===== config.mk =====
export PLATFORM = sky130hd
export DESIGN_NAME = pipeline_stall_ctrl
export DESIGN_NICKNAME = d
export VERILOG_FILES = /design/src/rtl/pipeline_stall_ctrl.sv
export SDC_FILE = /design/constraint.sdc
export NUM_CORES = 1
export LEC_CHECK = 0
export ABC_AREA = 1
export CORE_AREA = 2 2 86 88
export DETAILED_ROUTE_END_ITERATION = 10
export DIE_AREA = 0 0 88 90
export PLACE_DENSITY = 0.64
export SYNTH_ARGS = -nofsm -noshare
export SYNTH_HDL_FRONTEND = slang
export SYNTH_SLANG_ARGS = --single-unit

===== constraint.sdc =====
create_clock -name clk -period 1.95 [get_ports clk]
set_input_delay 0.4875 -clock clk [delete_from_list [all_inputs] [get_ports clk]]
set_output_delay 0.4875 -clock clk [all_outputs]
set_load 0.02 [all_outputs]

===== src/rtl/pipeline_stall_ctrl.sv =====
// Pipeline stall/flush controller sitting behind the load-use hazard detector.
// Turns ral_hazard, taken-branch pulses and data-memory busy into PC / IF-ID
// enables, IF/ID flush, ID/EX bubble and EX/MEM hold. Load-use stalls are
// limited to one cycle, branch flushes span FLUSH_CYCLES, and a branch seen
// while memory is busy is remembered until the pipeline can act on it.
module pipeline_stall_ctrl #(
  parameter int FLUSH_CYCLES   = 2,
  parameter int STARTUP_CYCLES = 1,
  parameter int CNT_W          = 16
) (
  input  logic             clk,
  input  logic             rst_n,
  input  logic             ral_hazard,
  input  logic             branch_taken,
  input  logic             mem_busy,
  output logic             pc_write,
  output logic             if_id_write,
  output logic             if_id_flush,
  output logic             id_ex_bubble,
  output logic             ex_mem_hold,
  output logic [1:0]       ctrl_state,
  output logic [CNT_W-1:0] stall_count,
  output logic [CNT_W-1:0] flush_count
);

  typedef enum logic [1:0] {
    ST_RUN      = 2'd0,
    ST_LU_STALL = 2'd1,
    ST_MEM_WAIT = 2'd2,
    ST_FLUSH    = 2'd3
  } state_t;

  localparam int FC_W = $clog2(FLUSH_CYCLES + 1);
  localparam int SU_W = (STARTUP_CYCLES > 0) ? $clog2(STARTUP_CYCLES + 1) : 1;
  localparam logic [FC_W-1:0] FLUSH_RELOAD = FC_W'(FLUSH_CYCLES - 1);
  localparam logic [SU_W-1:0] SU_RELOAD    = SU_W'(STARTUP_CYCLES);

  state_t          state, state_nxt;
  logic            flush_pending, pending_nxt;
  logic [FC_W-1:0] flush_rem, rem_nxt;
  logic [SU_W-1:0] su_cnt;
  logic            startup_mask;
  logic            flush_apply;
  logic            pc_w, ifw, flsh, bub, hold;

  // Counters stick at all-ones instead of wrapping.
  function automatic logic [CNT_W-1:0] sat_inc(input logic [CNT_W-1:0] v);
    return (&v) ? v : v + 1'b1;
  endfunction

  assign startup_mask = (su_cnt != '0);

  // Priority decision: memory freeze, then branch flush, then load-use stall.
  always_comb begin
    state_nxt   = state;
    pending_nxt = flush_pending;
    rem_nxt     = flush_rem;
    flush_apply = 1'b0;
    pc_w        = 1'b1;
    ifw         = 1'b1;
    flsh        = 1'b0;
    bub         = 1'b0;
    hold        = 1'b0;
    if (mem_busy) begin
      // Freeze everything; a flush in progress keeps its remaining count.
      pc_w        = 1'b0;
      ifw         = 1'b0;
      hold        = 1'b1;
      pending_nxt = flush_pending | branch_taken;
      if (state != ST_FLUSH) state_nxt = ST_MEM_WAIT;
    end else if (branch_taken || flush_pending) begin
      // New (or deferred) branch: start or restart the flush window.
      ifw         = 1'b0;
      flsh        = 1'b1;
      bub         = 1'b1;
      flush_apply = 1'b1;
      pending_nxt = 1'b0;
      rem_nxt     = FLUSH_RELOAD;
      state_nxt   = (FLUSH_CYCLES > 1) ? ST_FLUSH : ST_RUN;
    end else if (state == ST_FLUSH) begin
      ifw       = 1'b0;
      flsh      = 1'b1;
      bub       = 1'b1;
      rem_nxt   = flush_rem - 1'b1;
      state_nxt = (flush_rem == FC_W'(1)) ? ST_RUN : ST_FLUSH;
    end else if (ral_hazard && !startup_mask && state != ST_LU_STALL) begin
      // A stall is never followed by another, so the load always retires.
      pc_w      = 1'b0;
      ifw       = 1'b0;
      bub       = 1'b1;
      state_nxt = ST_LU_STALL;
    end else begin
      state_nxt = ST_RUN;
    end
  end

  // State, pending flush, startup mask and saturating statistics.
  always_ff @(posedge clk or negedge rst_n) begin
    if (!rst_n) begin
      state         <= ST_RUN;
      flush_pending <= 1'b0;
      flush_rem     <= '0;
      su_cnt        <= SU_RELOAD;
      stall_count   <= '0;
      flush_count   <= '0;
    end else begin
      state         <= state_nxt;
      flush_pending <= pending_nxt;
      flush_rem     <= rem_nxt;
      if (su_cnt != '0) su_cnt <= su_cnt - 1'b1;
      if (!pc_w) stall_count <= sat_inc(stall_count);
      if (flush_apply) flush_count <= sat_inc(flush_count);
    end
  end

  // While reset is held the pipeline is fully disabled.
  assign pc_write     = rst_n & pc_w;
  assign if_id_write  = rst_n & ifw;
  assign if_id_flush  = rst_n & flsh;
  assign id_ex_bubble = rst_n & bub;
  assign ex_mem_hold  = rst_n & hold;
  assign ctrl_state   = state;

endmodule


[Word level (Yosys, flattened, before mapping)]
Index checks and enable logic that the tools add are counted.
Operators by class
  add/sub/neg operators: 4
  multipliers: 0
  divide/modulo/power cells: 0
  order comparisons: 0
  eq/ne operators: 5
  shift operators: 0
  mux-type cells: 28
  bitwise logic cells: 10
  reductions and logical operators: 11
Operators by type and width (count)
  $add A16 B1 Y16 const B: 2
  $reduce_and A16 Y1: 2
  $mux W1: 21
  $mux W2: 7
  $reduce_and A2 Y1: 3
  $and A1 B1 Y1: 5
  $ne A2 B1 Y1 const B: 2
  $not A1 Y1: 4
  $reduce_bool A2 Y1: 2
  $eq A2 B1 Y1 const B: 1
  $eq A2 B2 Y1 const B: 1
  $logic_and A1 B1 Y1: 2
  $ne A2 B2 Y1 const B: 1
  $sub A2 B1 Y2 const B: 1
  $logic_not A1 Y1: 1
  $logic_or A1 B1 Y1: 1
  $or A1 B1 Y1: 1
  $sub A1 B1 Y1 const B: 1
Word-level totals
  register bits: 38
  bits in latches: 0
  memory bits (writable): 0
  ROM bits: 0
  input port bits: 5
  output and inout port bits: 39
  word-level logic and storage cells: 64
  memories kept: 0

[Logic depth before layout (Yosys ltp)]
  depth in word-level cells: 9
  depth in mapped cells: 9

[Worst setup path before layout]
Ideal clock, no wire load.
  path type: input to output
  start: in branch_taken
  end: out if_id_write
  data arrival time: 1319 ps
  data required time: 1462 ps
  path slack: 144 ps
  cell stages on the path: 3
  path buffers: 0
  cell sequence: nor2_1 -> nand3_1 -> nor3_1
Between the ends
  word-level cells in the longest chain between the ends: 4
Ends and longest elaborated chain
  start, declared: line 14  | input logic branch_taken,
  $logic_or A1 B1 Y1: line 71  | end else if (branch_taken || flush_pending) begin
  $mux W1: line 71
  $mux W1: line 64  | if (mem_busy) begin
  $and A1 B1 Y1: line 118  | assign if_id_write = rst_n & ifw;
  end, declared: line 17  | output logic if_id_write,
No other way between the ends.

[Worst setup path after layout]
  start: reg flush_count[12]
  end: out flush_count[12]
RTL lines
  start, declared: line 23  | output logic [CNT_W-1:0] flush_count
  start signal, assigned: line 112  | if (flush_apply) flush_count <= sat_inc(flush_count);
No word-level cell between the ends.

==> impl.org <==
** Synthesis
- Largest family of logic cells by synthesized area :: simple AND/OR/NAND/NOR gates
- Share of the synthesized area in compound gates (AO/OA/AOI/OAI) :: 0.0503
- The Yosys step of the flow raised 0 warnings.
- Synth Net Count :: around 350
- Post-Synth XOR/XNOR Area :: 0.0519
- Summed over all instances, the cell type with the most area after synthesis is sky130_fd_sc_hd__dfrtp_1.
- The netlist uses 26 different library cells.
- Number of flops mapped to enable cells by yosys :: 0
- After synthesis, the share of cell area in mux cells is 0.
- In the synthesized netlist the async set-or-reset flop fraction comes to 1.00.
- Leading post-synthesis cells by instance count :: sky130_fd_sc_hd__nand2_1, sky130_fd_sc_hd__nor2_1, sky130_fd_sc_hd__dfrtp_1
- Mean post-synth cell area :: ~7.0 um2
- Counting flops and latches in the post-synthesis netlist gives 38.
- Among all cell types in the netlist, the one instantiated most often is sky130_fd_sc_hd__nand2_1.
- Of the total synthesized cell area, the portion taken by full adders, half adders and majority gates is 0.0159.
- Netlist area before placement :: approximately 2400 um2
- Area fraction in and, or, nand and nor cells after synthesis :: 0.398
- Sequential area share after synthesis :: 0.403
- By area the synthesized netlist is led by sky130_fd_sc_hd__dfrtp_1, sky130_fd_sc_hd__nand2_1, sky130_fd_sc_hd__nor2_1.
- Synthesis handed over a netlist of between 300 and 400 instances.
- Of the post-synthesis cell area, the dominant cell type holds 0.392.
- In the synthesized netlist the dominant register cell turns out to be sky130_fd_sc_hd__dfrtp_1.

** STA
- Setup repair after global routing missed its margin :: no
- The worst path needs about 1.9 ns of the cycle, external delays included.
- The number of hold violations in the final report was 0.
- Setup violations remaining at the end of the flow were counted as 0.
- For this run, the top clock speed supported by timing is about 530 MHz.
- Share of the cycle needed by the critical path after routing :: 0.967
- Final worst clock skew :: around 0.013 ns
- Pins Over Slew Limit :: 0

** Setup path
- Max incr delay on CP :: between 0.6 and 0.7 ns
- Worst Setup End Kind :: output pin
- STA classifies the critical path startpoint as a flip-flop.
- In this run the worst path has a maximum fanout of 7.
- Bufs and invs on worst path :: 1
- The signal on the critical path passes through clkdlybuf4s50_1.
- The critical path starts at flush_count[12].
- Reg2reg start :: stall_count[1]
- The critical path is of the reg2out type.
- Data on the critical path is required at its endpoint by 1.46 ns.
- Worst-path cell with the longest stage delay :: sky130_fd_sc_hd__clkdlybuf4s50_1
- Arrival @ worst endpoint :: about 1.4 ns
- Worst path top cell family by delay :: buffers and inverters

** Routing
- Via Count :: 2257
- Average wire per cell in the routed design :: about 11 um
- The first detailed-routing pass ran for 4 iterations.
- Number of DRC violations after detailed routing :: 0
- In this run the remaining antenna-violating nets after routing total 0.
- In the routed layout, each cell is associated on average with a via count of about 4.5.
- Total length of routed wires :: between 5000 and 6000 um
- Detailed Route Iter0 Violations :: between 70 and 80

** Die
- DIE AREA :: between 7000 and 8000 um2
- Placeable Area :: roughly 7000 um2
- The die is a little under 90 um wide.
- Initial core utilization :: 0.336
- Chip height :: about 90 um
- For this design the top-level I/O count stands at 44.
- Row generation in the floorplan step produced 31 rows.

** Clocking
- For this design, the sink count on the clock tree is 38.
- H-tree Lvls :: 2
- Maximum buffer depth of the clock tree :: 2
- For the worst-skew pair, the clock arrives at the later sink with an insertion delay of a little under 0.3 ns.
- TritonCTS clock tree :: done
- After clock tree synthesis, the flow added hold-fix buffers numbering 0.
- Clock buffer count from CTS :: 5
- The root buffer cell chosen for the clock tree is sky130_fd_sc_hd__clkbuf_8.
- After clock tree synthesis, the clock-pin slew on the worst setup and hold paths is 0.09 ns.

** Global route
- Global-route usage over all layers :: 0.153
- Entering global routing, the biggest net connects 36 pins.
- The total overflow left after global routing is 0.
- The first global-routing pass estimated 9820 um of wire.
- The number of antenna violations at the first check in global routing came to 1.
- The via count of the first global-routing pass is 2183.

** Power
- Leakage dissipation :: approximately 1.5 nW
- The worst-case IR drop observed on VDD is 618 uV.
- P per Cell Area :: roughly 950 nW/um2
- Cell internal power was estimated by the tool at slightly below 2 mW.
- The share of total power dissipated in combinational logic is 0.343.
- Of the total power, the clock network draws 0.281.
- Total power of the final layout :: 3.05 mW
- Of the total power, the share spent switching nets is 0.356.
- Of the total power, registers draw 0.376.
- Switching power :: 1.08 mW

** Run status
- The flow ran to the end, and the final reports show no timing, DRC or antenna violations.

** Place
- DP HPWL :: slightly above 4000 um
- The congestion estimate from routability-driven global placement came to roughly 0.84.
- The number of placed instances, taps included, is just under 500.
- Summing all placed instances gives a cell area of 3010 um2.
- I/O Buffers :: 43

** Final layout
- Final design instance area without fill :: roughly 3200 um2
- Net count of the finished layout :: between 400 and 500
- Layout cell share with drive strength beyond 1 :: 0.132
- The area growth from synthesis to layout is 35.3%.
- Once layout is complete, the cells apart from fillers number ~500.

** Worst hold path
- Class of the tightest hold or removal check :: in2async

** Flow run
- Maxcap violations :: 0
==> layer usage <==
| layer | up-vias | global-route usage | share of wire |
|---|---|---|---|
| met5 | - | 0 | 0 |
| met4 | 0 | 0.0474 | 0.015 |
| met3 | 8 | 0.0395 | 0.044 |
| met2 | 42 | 0.235 | 0.44 |
| met1 | 1032 | 0.209 | 0.50 |
| li1 | 1175 | - | - |
==> final cells by class <==
cell class                      instances  area, um2
Clock buffer                            6       82.6
Multi-Input combinational cell        260       1250
Sequential cell                        38        952
Clock inverter                          2       60.1
Inverter                               36        140
Tap cell                               99        124
Antenna cell                            1       2.50
Fill cell                             712       3820
Timing Repair Buffer                   60        583
==> through the flow <==
| step | TNS [ns] | setup slack (ns) | utilization | hold slack (ns) |
|---|---|---|---|---|
| finish | 0 | 0.0635 | 0.455 | 0.0894 |
| detailed placement | -5.62 | -0.601 | 0.428 | 0.402 |
| CTS | 0 | 0.0130 | 0.451 | 0.0794 |
| global route | 0 | 0.00293 | 0.455 | 0.0916 |
| floorplan | 0 | 0.144 | - | 0.192 |
| global placement | -5.67 | -0.576 | 0.428 | 0.405 |
==> worst paths after layout <==
path                                        end  cells past startpoint  slack [ns]
worst max register to register   stall_count[2]                      8        0.29
worst max-delay path            flush_count[12]                      1        0.06
worst min register to register     flush_rem[1]                      2        0.49
min in group clk                   flush_rem[1]                      2        0.49
max in group asynchronous          startup_mask                      2        1.34
worst min-delay path              flush_pending                      2        0.09
==> cell families (layout without fill, tap and decap cells) <==
logic type                 Yosys count  count (layout)
DFF                                 38              38
AOI/OAI and AO/OA                   13              13
other                                1               2
xor gates and xnor gates            14              14
and+or+nand+nor                    229             229
buffers and inverters               40             104
adders and majority gates            3               3
==> what timing repair did <==
item,4_1_cts,5_1_grt
gates resized for setup,26,10
endpoints found under the setup margin,5,23
pin swaps,5,0
setup buffers,2,1
==> sequential cells by signal, indices dropped and copies added, names as in the netlist <==
register	cells
flush_pending	1
flush_count	16
ctrl_state	2
stall_count	16
startup_mask	1
flush_rem	2
==> cell usage in the layout, fill, tap and decap left out, drive strengths merged, types with 6 or more instances in the layout <==
| cell | Yosys | routed |
|---|---|---|
| buf | 3 | 22 |
| clkbuf | 1 | 6 |
| clkdlybuf4s50 | 0 | 29 |
| dfrtp | 37 | 37 |
| inv | 36 | 36 |
| nand2 | 145 | 145 |
| nand3 | 23 | 23 |
| nand4 | 11 | 11 |
| nor2 | 47 | 47 |
| o21ai | 10 | 10 |
| xnor2 | 10 | 10 |
==> power groups by stage <==
stage / logic (mW) / registers (mW) / clock network (mW)
global placement: 1.04 / 1.16 / 0
detailed placement: 1.05 / 1.16 / 0
CTS: 1.06 / 1.15 / 0.876
global route: 1.16 / 1.18 / 0.920
finish: 1.05 / 1.15 / 0.856
floorplan: 0.447 / 1.30 / 0
(Power assumes the default switching activity.)
